**config.mk**
```make
export PLATFORM = sky130hd
export DESIGN_NAME = hash_verify
export DESIGN_NICKNAME = d
export VERILOG_FILES = /design/src/rtl/hash_verify_pkg.sv /design/src/rtl/hash_verify_acc.sv /design/src/rtl/hash_verify.sv
export SDC_FILE = /design/constraint.sdc
export NUM_CORES = 1
export LEC_CHECK = 0
export ABC_AREA = 1
export BUFFER_PORTS_ARGS = -buffer_cell sky130_fd_sc_hd__buf_2
export CAP_MARGIN = 20
export CORE_UTILIZATION = 58
export CTS_CLUSTER_SIZE = 8
export DETAILED_ROUTE_END_ITERATION = 8
export GPL_TIMING_DRIVEN = 0
export PLACE_DENSITY = 0.84
export SLEW_MARGIN = 20
export SYNTH_ARGS = -nofsm -noshare
export SYNTH_HDL_FRONTEND = slang
export SYNTH_SLANG_ARGS = --single-unit
```
**constraint.sdc**
```tcl
create_clock -name clk -period 8.12 [get_ports clk]
set_input_delay 1.624 -clock clk [delete_from_list [all_inputs] [get_ports clk]]
set_output_delay 1.624 -clock clk [all_outputs]
set_load 0.02 [all_outputs]
```
**src/rtl/hash_verify_pkg.sv**
```systemverilog
// rtl/hash_verify_pkg.sv - shared state encoding and sizing helpers for the digest verifier
package hash_verify_pkg;

  typedef enum logic [2:0] {
    S_IDLE,
    S_LOAD,
    S_WAIT,
    S_CMP,
    S_DONE
  } state_t;

  // Number of reference words making up one digest.
  function automatic int word_count(input int l, input int w);
    return l / w;
  endfunction

  // Counter must be able to hold N so it never wraps inside a transaction.
  function automatic int cnt_width(input int l, input int w);
    return $clog2(l / w + 1);
  endfunction

endpackage

```
**src/rtl/hash_verify_acc.sv**
```systemverilog
// rtl/hash_verify_acc.sv - one-word XOR/OR difference accumulator with clear and enable
module hash_verify_acc #(
  parameter int w = 64
) (
  input  logic         clk,
  input  logic         rst,
  input  logic         clr,
  input  logic         en,
  input  logic [w-1:0] a,
  input  logic [w-1:0] b,
  output logic         clean
);

  logic [w-1:0] diff;
  logic [w-1:0] diff_next;

  // Fold the word difference in; clean looks ahead so the verdict can be
  // registered on the same edge that absorbs the last word.
  always_comb begin
    diff_next = diff;
    if (en) diff_next = diff | (a ^ b);
  end

  assign clean = (diff_next == '0);

  // Accumulator register, cleared at reset and at the start of each verify.
  always_ff @(posedge clk) begin
    if (rst || clr) diff <= '0;
    else            diff <= diff_next;
  end

endmodule

```
**src/rtl/hash_verify.sv**
```systemverilog
// rtl/hash_verify.sv - constant-time digest verifier; HASH_VERIFY_DUAL_EN adds a redundant comparator
module hash_verify
  import hash_verify_pkg::*;
#(
  parameter int l = 256,
  parameter int w = 64
) (
  input  logic         clk,
  input  logic         rst,
  input  logic         start,
  input  logic [w-1:0] ref_data,
  input  logic         ref_valid,
  output logic         ref_ready,
  input  logic [l-1:0] hash_text,
  input  logic         hash_ready,
  output logic         done,
  output logic         match,
  output logic         fault
);

  localparam int N  = word_count(l, w);
  localparam int CW = cnt_width(l, w);
  localparam int IW = (N > 1) ? $clog2(N) : 1;

  state_t          state;
  logic [CW-1:0]   cnt;
  logic [IW-1:0]   idx;
  logic [w-1:0]    ref_mem [N];
  logic [l-1:0]    snap;
  logic [w-1:0]    ref_word;
  logic [w-1:0]    snap_word;
  logic            acc_clr;
  logic            acc_en;
  logic            clean1;
  logic            disagree;

  assign idx      = cnt[IW-1:0];
  assign ref_word = ref_mem[idx];
  assign acc_clr  = (state == S_IDLE) && start;
  assign acc_en   = (state == S_CMP);

  // Pick snapshot word idx in big-endian order (word 0 is the top w bits).
  always_comb begin
    snap_word = '0;
    for (int k = 0; k < N; k++) begin
      if (idx == IW'(k)) snap_word = snap[l-1-k*w -: w];
    end
  end

  hash_verify_acc #(.w(w)) u_acc1 (
    .clk   (clk),
    .rst   (rst),
    .clr   (acc_clr),
    .en    (acc_en),
    .a     (ref_word),
    .b     (snap_word),
    .clean (clean1)
  );

`ifdef HASH_VERIFY_DUAL_EN
  logic clean2;

  // Complemented operands give the same answer when healthy, so a glitch
  // hitting only one datapath shows up as a disagreement.
  hash_verify_acc #(.w(w)) u_acc2 (
    .clk   (clk),
    .rst   (rst),
    .clr   (acc_clr),
    .en    (acc_en),
    .a     (~ref_word),
    .b     (~snap_word),
    .clean (clean2)
  );

  assign disagree = (clean1 != clean2);
`else
  assign disagree = 1'b0;
`endif

  // Control FSM: load reference words, snapshot the core digest, sweep all
  // N words without early exit, then report the verdict.
  always_ff @(posedge clk) begin
    if (rst) begin
      state     <= S_IDLE;
      cnt       <= '0;
      snap      <= '0;
      ref_ready <= 1'b0;
      done      <= 1'b0;
      match     <= 1'b0;
      fault     <= 1'b0;
      for (int k = 0; k < N; k++) ref_mem[k] <= '0;
    end else begin
      done <= 1'b0;
      case (state)
        S_IDLE: begin
          if (start) begin
            match     <= 1'b0;
            fault     <= 1'b0;
            cnt       <= '0;
            ref_ready <= 1'b1;
            state     <= S_LOAD;
          end
        end
        S_LOAD: begin
          if (ref_valid && ref_ready) begin
            ref_mem[idx] <= ref_data;
            if (cnt == CW'(N-1)) begin
              cnt       <= '0;
              ref_ready <= 1'b0;
              state     <= S_WAIT;
            end else begin
              cnt <= cnt + 1'b1;
            end
          end
        end
        S_WAIT: begin
          if (hash_ready) begin
            snap  <= hash_text;
            state <= S_CMP;
          end
        end
        S_CMP: begin
          if (cnt == CW'(N-1)) begin
            cnt   <= '0;
            done  <= 1'b1;
            match <= clean1 && !disagree;
            fault <= disagree;
            state <= S_DONE;
          end else begin
            cnt <= cnt + 1'b1;
          end
        end
        S_DONE: begin
          state <= S_IDLE;
        end
        default: begin
          state     <= S_IDLE;
          ref_ready <= 1'b0;
        end
      endcase
    end
  end

endmodule

```
# After elaboration in Yosys (flattened, before gate mapping)
# Memories as Yosys holds them, arrays and structs flattened. A register that Yosys moved wholly into a read port is not among the register bits.
# Index checks and enable logic that the tools add are counted.
# W data, S select, Z words.
[totals]
register_bits = 330
mem_bits_rw = 256
inputBits = 325
output_inout_bits = 4
elab_cells = 78
mem_count = 1
[classes]
add_sub_neg = 1
n_eq_ne = 13
mux = 35
bitwise = 4
reduce_logical = 16
[mem_list]
columns = ["memory", "depth", "word_bits", "rd", "rd_ports_with_merged_regs", "write_ports", "line_no", "rtl"]
rows = [
  ["ref_mem", 4, 64, 1, 1, 4, "hash_verify.sv:28", "logic [w-1:0] ref_mem [N];"],
]
[ops]
columns = ["op", "count"]
rows = [
  ["$mux W64", 6],
  ["$logic_not A64 Y1", 1],
  ["$or A64 B64 Y64", 1],
  ["$reduce_or A64 Y1", 1],
  ["$xor A64 B64 Y64", 1],
  ["$mux W3", 8],
  ["$mux W1", 13],
  ["$pmux W3 S4", 1],
  ["$eq A3 B2 Y1 const B", 3],
  ["$pmux W3 S3", 1],
  ["$ne A2 B2 Y1 const B", 4],
  ["$mux W2", 3],
  ["$reduce_and A3 Y1", 2],
  ["$reduce_and A5 Y1", 1],
  ["$eq A2 B2 Y1 const B", 2],
  ["$pmux W1 S2", 2],
  ["$reduce_and A4 Y1", 1],
  ["$add A3 B1 Y3 const B", 1],
  ["$eq A3 B1 Y1 const B", 1],
  ["$eq A3 B3 Y1 const B", 1],
  ["$logic_not A3 Y1", 1],
  ["$pmux W1 S3", 1],
  ["$reduce_bool A3 Y1", 1],
  ["$reduce_or A3 Y1", 1],
  ["other kinds (9)", 11],
]

# Depth between registers and ports, before layout
[depth]
depth_word = 11
ltp_mapped = 20
ltp_nobuf = 18

# Modules after synthesis
# Synthesis repeated with hierarchy kept, for this count alone.
[hier_totals]
hier_cells = 3320
area_unflattened_um2 = 26156.3
[modules_own_cells]
columns = ["module", "n_inst", "cells_per_inst", "area_per_inst_um2", "seq_area_each_um2"]
rows = [
  ["hash_verify", 1, 2625, 22207.5, 13032.5],
  ["hash_verify_acc", 1, 695, 3948.8, 1281.2],
]

# Worst setup path before layout
# Ideal clock, no wire load.
[synth_path]
path_kind = "input port to flip-flop"
startpoint = "input ref_valid"
endpoint = "memory ref_mem[3][0], enable pin"
setup_time_ns = 0.581
t_arrival_ns = 6.586
required_time_ns = 7.539
setup_slack_ns = 0.953
path_stages = 4
cell_sequence = "nand2_1 nor2_1 inv_1 o31ai_1"
[synth_lines]
columns = ["item", "line_no", "rtl"]
rows = [
  ["start, declared", "hash_verify.sv:12", "input logic ref_valid,"],
  ["end, declared", "hash_verify.sv:28", ""],
]

==> results by stage <==
Synth:
- The register area share after synthesis is 54.4%.
- After Yosys synthesis, XOR and XNOR cells account for 0% of the synthesized area.
- The flop and latch count out of synthesis is 587.
- The biggest area contributor in the post-synthesis netlist is sky130_fd_sc_hd__edfxtp_1.
- By area, the combinational part of the netlist is dominated by simple AND/OR/NAND/NOR gates.
- The count of different cell masters after synthesis is 32.
- After synthesis, the largest area contributor takes up 29.2% of total cell area.
- Summing the areas of all compound-gate instances in the mapped netlist gives 10.6% of the synthesized area.
- The number of enable flip-flop cells after synthesis is 256.
- The synthesized netlist devotes 26.4% of its cell area to simple gates.
- Of all flip-flops after synthesis, the portion carrying an async set or reset was 0%.
- The mux share of post-synthesis cell area is 0%.
- Yosys attributes the largest share of cell area to sky130_fd_sc_hd__edfxtp_1, sky130_fd_sc_hd__dfxtp_1, sky130_fd_sc_hd__nand2_1, sky130_fd_sc_hd__nor2_1, sky130_fd_sc_hd__o21ai_0.
- Yosys printed 0 warnings.
- The count of mapped cells out of synthesis is 3,375.
- The synthesized area is 26,300 sq um.
- For this run, the leading register cell type out of synthesis is sky130_fd_sc_hd__dfxtp_1.
- After synthesis, the mean cell area works out to 7.79 sq um.
- Of the total synthesized cell area, the portion taken by full adders, half adders and majority gates is 0.190%.
- The post-synth net total is 3,704.

Status:
- The run finished with clean final reports.

Final layout:
- The growth of design area from synthesis to finish is 18.6%.
- In the final design database the tool counted 4,126 nets.
- The fraction of layout cells with a size suffix above 1 is 14.1%.
- The leading cell type in the layout, fill and taps excluded is sky130_fd_sc_hd__nand2_1.
- The post-layout utilization of the core is 70.1%.
- The area of all placed cells without fillers is 31,200 sq um.
- The library cells used most frequently in the layout, excluding fill and tap cells, are sky130_fd_sc_hd__nand2_1, sky130_fd_sc_hd__nor2_1, sky130_fd_sc_hd__buf_2.

Floorplan:
- The overall die height is 215 um.
- Row generation in the floorplan step produced 77 rows.
- The core area is 44,500 sq um.
- In this run the count of I/O pins placed on the die edge is 329.
- The floorplan step set the die width to 215 um.
- The starting density of the core is 59.1%.
- The floorplan step defined a die boundary enclosing 46,200 sq um.

Routing:
- The total via count in the routed design is 25.4k.
- For this run, design rule violations remaining after detail routing come to 0.
- The count of routing violations after the opening detailed-route iteration is 3,810.
- The via-per-instance ratio is 5.76.
- After detailed routing, the average wire length per cell comes to 20.5 um.
- The first-pass iteration count of the detailed router is 6.
- The routed wire length is 90,300 um.
- The antenna violation net count after detailed routing is 0.

CTS:
- The clock sink count is 587.
- The number of clock buffers added by TritonCTS is 83.
- Clock latency on the worst-skew pair, taken at its later pin, is 0.63 ns.
- The maximum buffer depth of the clock tree is 3.
- The H-tree depth is 3.
- The post-CTS setup repair buffer count is 0.
- The buffer type at the clock tree root is sky130_fd_sc_hd__clkbuf_16.
- Buffers inserted to repair hold after CTS numbered 0.
- The CTS tree is yes.
- The clock edge transition at the registers on the reported setup and hold paths is 0.05 ns.
- Gates resized during post-CTS repair numbered 0.

Power and ir drop:
- The share of power burned in combinational logic is 34.6%.
- The share of total power dissipated in sequential elements is 34.9%.
- The internal portion of total power is 6.33 mW.
- The switching power share of the total is 38.4%.
- The net switching power of the design is 3.95 mW.
- The cell area power density is 330 nW/um^2.
- Summed over all cells, the static leakage comes to 13.6 nW.
- The highest ir drop seen on vdd is 0.192 mV.
- The fraction of power consumed by the clock network is 30.5%.

STA:
- For the pin with the worst max-slew slack, the measured transition is 1.09 ns.
- Between clock sinks in the finished design, the worst skew comes to 0.0253 ns.
- The final number of setup-violating endpoints is 0.
- The number of slew-limit violations in the final report was 0.
- Setup repair after global routing left no endpoint under its margin.
- In this run the tightest slew margin relative to its limit is 27.6%.
- The fmax is 249 MHz.
- Hold is met by 0.452 ns.
- The final critical-path required period is 4.02 ns.
- The hold violation count in the final report is 0.
- The setup TNS is 0 ns.
- Dividing the final minimum period by the clock period gives 49.5%.

GRT:
- Global routing used 38.7% of the available tracks across all layers.
- The sum of overflow across all layers after global routing is 0.
- The via count of the first global-routing pass is 23.8k.
- The number of antenna violations at the first check in global routing is 0.
- The first global-routing pass estimated 135,000 um of wire.
- Entering global routing, the biggest net connects 49 pins.

Worst setup path:
- The worst register-to-register path begins at cnt[0]$_SDFFE_PP0P_.
- The endpoint identified for the worst register-to-register timing path is match$_SDFFE_PP0P_.
- Along the worst path, the maximum fanout reaches 13.
- The critical path starts at rst.
- Data on the critical path is required at its endpoint by 8.49 ns.
- At the worst endpoint, the arrival time is 4.39 ns.
- The startpoint type of the worst setup path is a primary input.
- The type of the setup path with the least slack is in2reg.
- Counting cells, the worst reg-to-reg path comes to 18.
- The worst setup path is captured at a flip-flop.
- The most critical setup path has its endpoint at ref_mem[3][30]$_DFFE_PP_.
- Across all register-to-register paths, the minimum setup slack is 4.94 ns.

Worst hold path:
- In this run the worst hold path is classified as reg2reg.

Run:
- The max-cap check violation count is 0.

Place:
- The count of input and output buffers is 327.
- The congestion estimate from routability-driven global placement came to 1.03.
- The final HPWL from detailed placement is 64,300 um.
- After detailed placement, the total cell area comes to 28,900 sq um.
==> sequential cells by signal, indices dropped and copies added, names as in the netlist, named ones only <==
signal	cells
cnt	3
ref_mem	256
state	3
ref_ready	1
u_acc1.diff	64
match	1
snap	256
done	1
==> metrics by stage <==
stage | std cells | worst slack, ns | power, mW
after CTS | 4409 | 4.19 | 10.1
final | 4410 | 4.10 | 10.3
after floorplan | 3375 | 0.953 | 5.78
after global routing | 4409 | 4.07 | 10.7
after detailed placement | 4304 | 3.57 | 7.00
after global placement | 4294 | -2.46 | 6.91
==> cells in the mapped netlist, types with 7 or more instances <==
cell type                  count
sky130_fd_sc_hd__nand2_1     728
sky130_fd_sc_hd__nor2_1      664
sky130_fd_sc_hd__dfxtp_1     331
sky130_fd_sc_hd__o21ai_0     281
sky130_fd_sc_hd__nand3_1     268
sky130_fd_sc_hd__inv_1       257
sky130_fd_sc_hd__edfxtp_1    256
sky130_fd_sc_hd__a21oi_1     238
sky130_fd_sc_hd__clkbuf_1    120
sky130_fd_sc_hd__nor3_1       65
sky130_fd_sc_hd__buf_2        56
sky130_fd_sc_hd__buf_6        20
sky130_fd_sc_hd__buf_4        19
sky130_fd_sc_hd__clkinv_1     15
sky130_fd_sc_hd__o211ai_1      9
sky130_fd_sc_hd__o21ai_1       8
sky130_fd_sc_hd__buf_1         7
sky130_fd_sc_hd__inv_2         7
==> critical path, cell delays in order <==
cell and delay, ns:
sky130_fd_sc_hd__buf_2 0.16, sky130_fd_sc_hd__inv_1 0.15, sky130_fd_sc_hd__clkbuf_1 0.63, sky130_fd_sc_hd__clkbuf_1 0.79, sky130_fd_sc_hd__o31ai_4 0.38, sky130_fd_sc_hd__buf_6 0.28, sky130_fd_sc_hd__buf_6 0.18, sky130_fd_sc_hd__buf_6 0.16
==> logic make-up after synthesis <==
| logic type | count (synthesis) |
|---|---|
| and+or+nand+nor | 1733 |
| DFF | 587 |
| AOI/OAI and AO/OA | 547 |
| buffers and inverters | 503 |
| adders and majority gates | 4 |
| other | 1 |
==> final cells by class <==
class                      instances  area (sq um)
multi-input combinational       2285          9840
tap                              592           741
timing repair buffer             337          1830
inverter                         281          1060
clock buffer                     100          2200
buffer                           222          1120
fill                            3517         13300
sequential                       587         14300
antenna                            1          2.50
clock inverter                     5          65.1
==> power groups by stage <==
| stage | clock network, mW | registers, mW | logic, mW |
|---|---|---|---|
| 3_5_place_dp | 0 | 3.62 | 3.38 |
| 5_1_grt | 3.24 | 3.61 | 3.83 |
| 2_1_floorplan | 0 | 3.59 | 2.19 |
| 3_3_place_gp | 0 | 3.63 | 3.28 |
| 6_report | 3.14 | 3.58 | 3.56 |
| 4_1_cts | 3.12 | 3.57 | 3.42 |
==> per-layer routing <==
| layer | vias up | global-route usage, % | part of all wire [%] |
|---|---|---|---|
| met1 | 11500 | 47.8 | 36 |
| met5 | - | 0 | 0 |
| met3 | 357 | 9.65 | 13 |
| li1 | 11700 | - | - |
| met2 | 1800 | 61.8 | 45 |
| met4 | 0 | 22.5 | 5.9 |
==> worst min-delay path by stage <==
stage,endpoint,cells after the start,start
floorplan,snap[64]$_SDFFE_PP0P_,2,snap[64]$_SDFFE_PP0P_
global placement,u_acc1.diff[18]$_SDFF_PP0_,2,u_acc1.diff[18]$_SDFF_PP0_
detailed placement,snap[64]$_SDFFE_PP0P_,2,snap[64]$_SDFFE_PP0P_
finish,snap[83]$_SDFFE_PP0P_,2,snap[83]$_SDFFE_PP0P_
global route,snap[118]$_SDFFE_PP0P_,2,snap[118]$_SDFFE_PP0P_
CTS,snap[114]$_SDFFE_PP0P_,2,snap[114]$_SDFFE_PP0P_
Power figures use the tool's default switching activity.
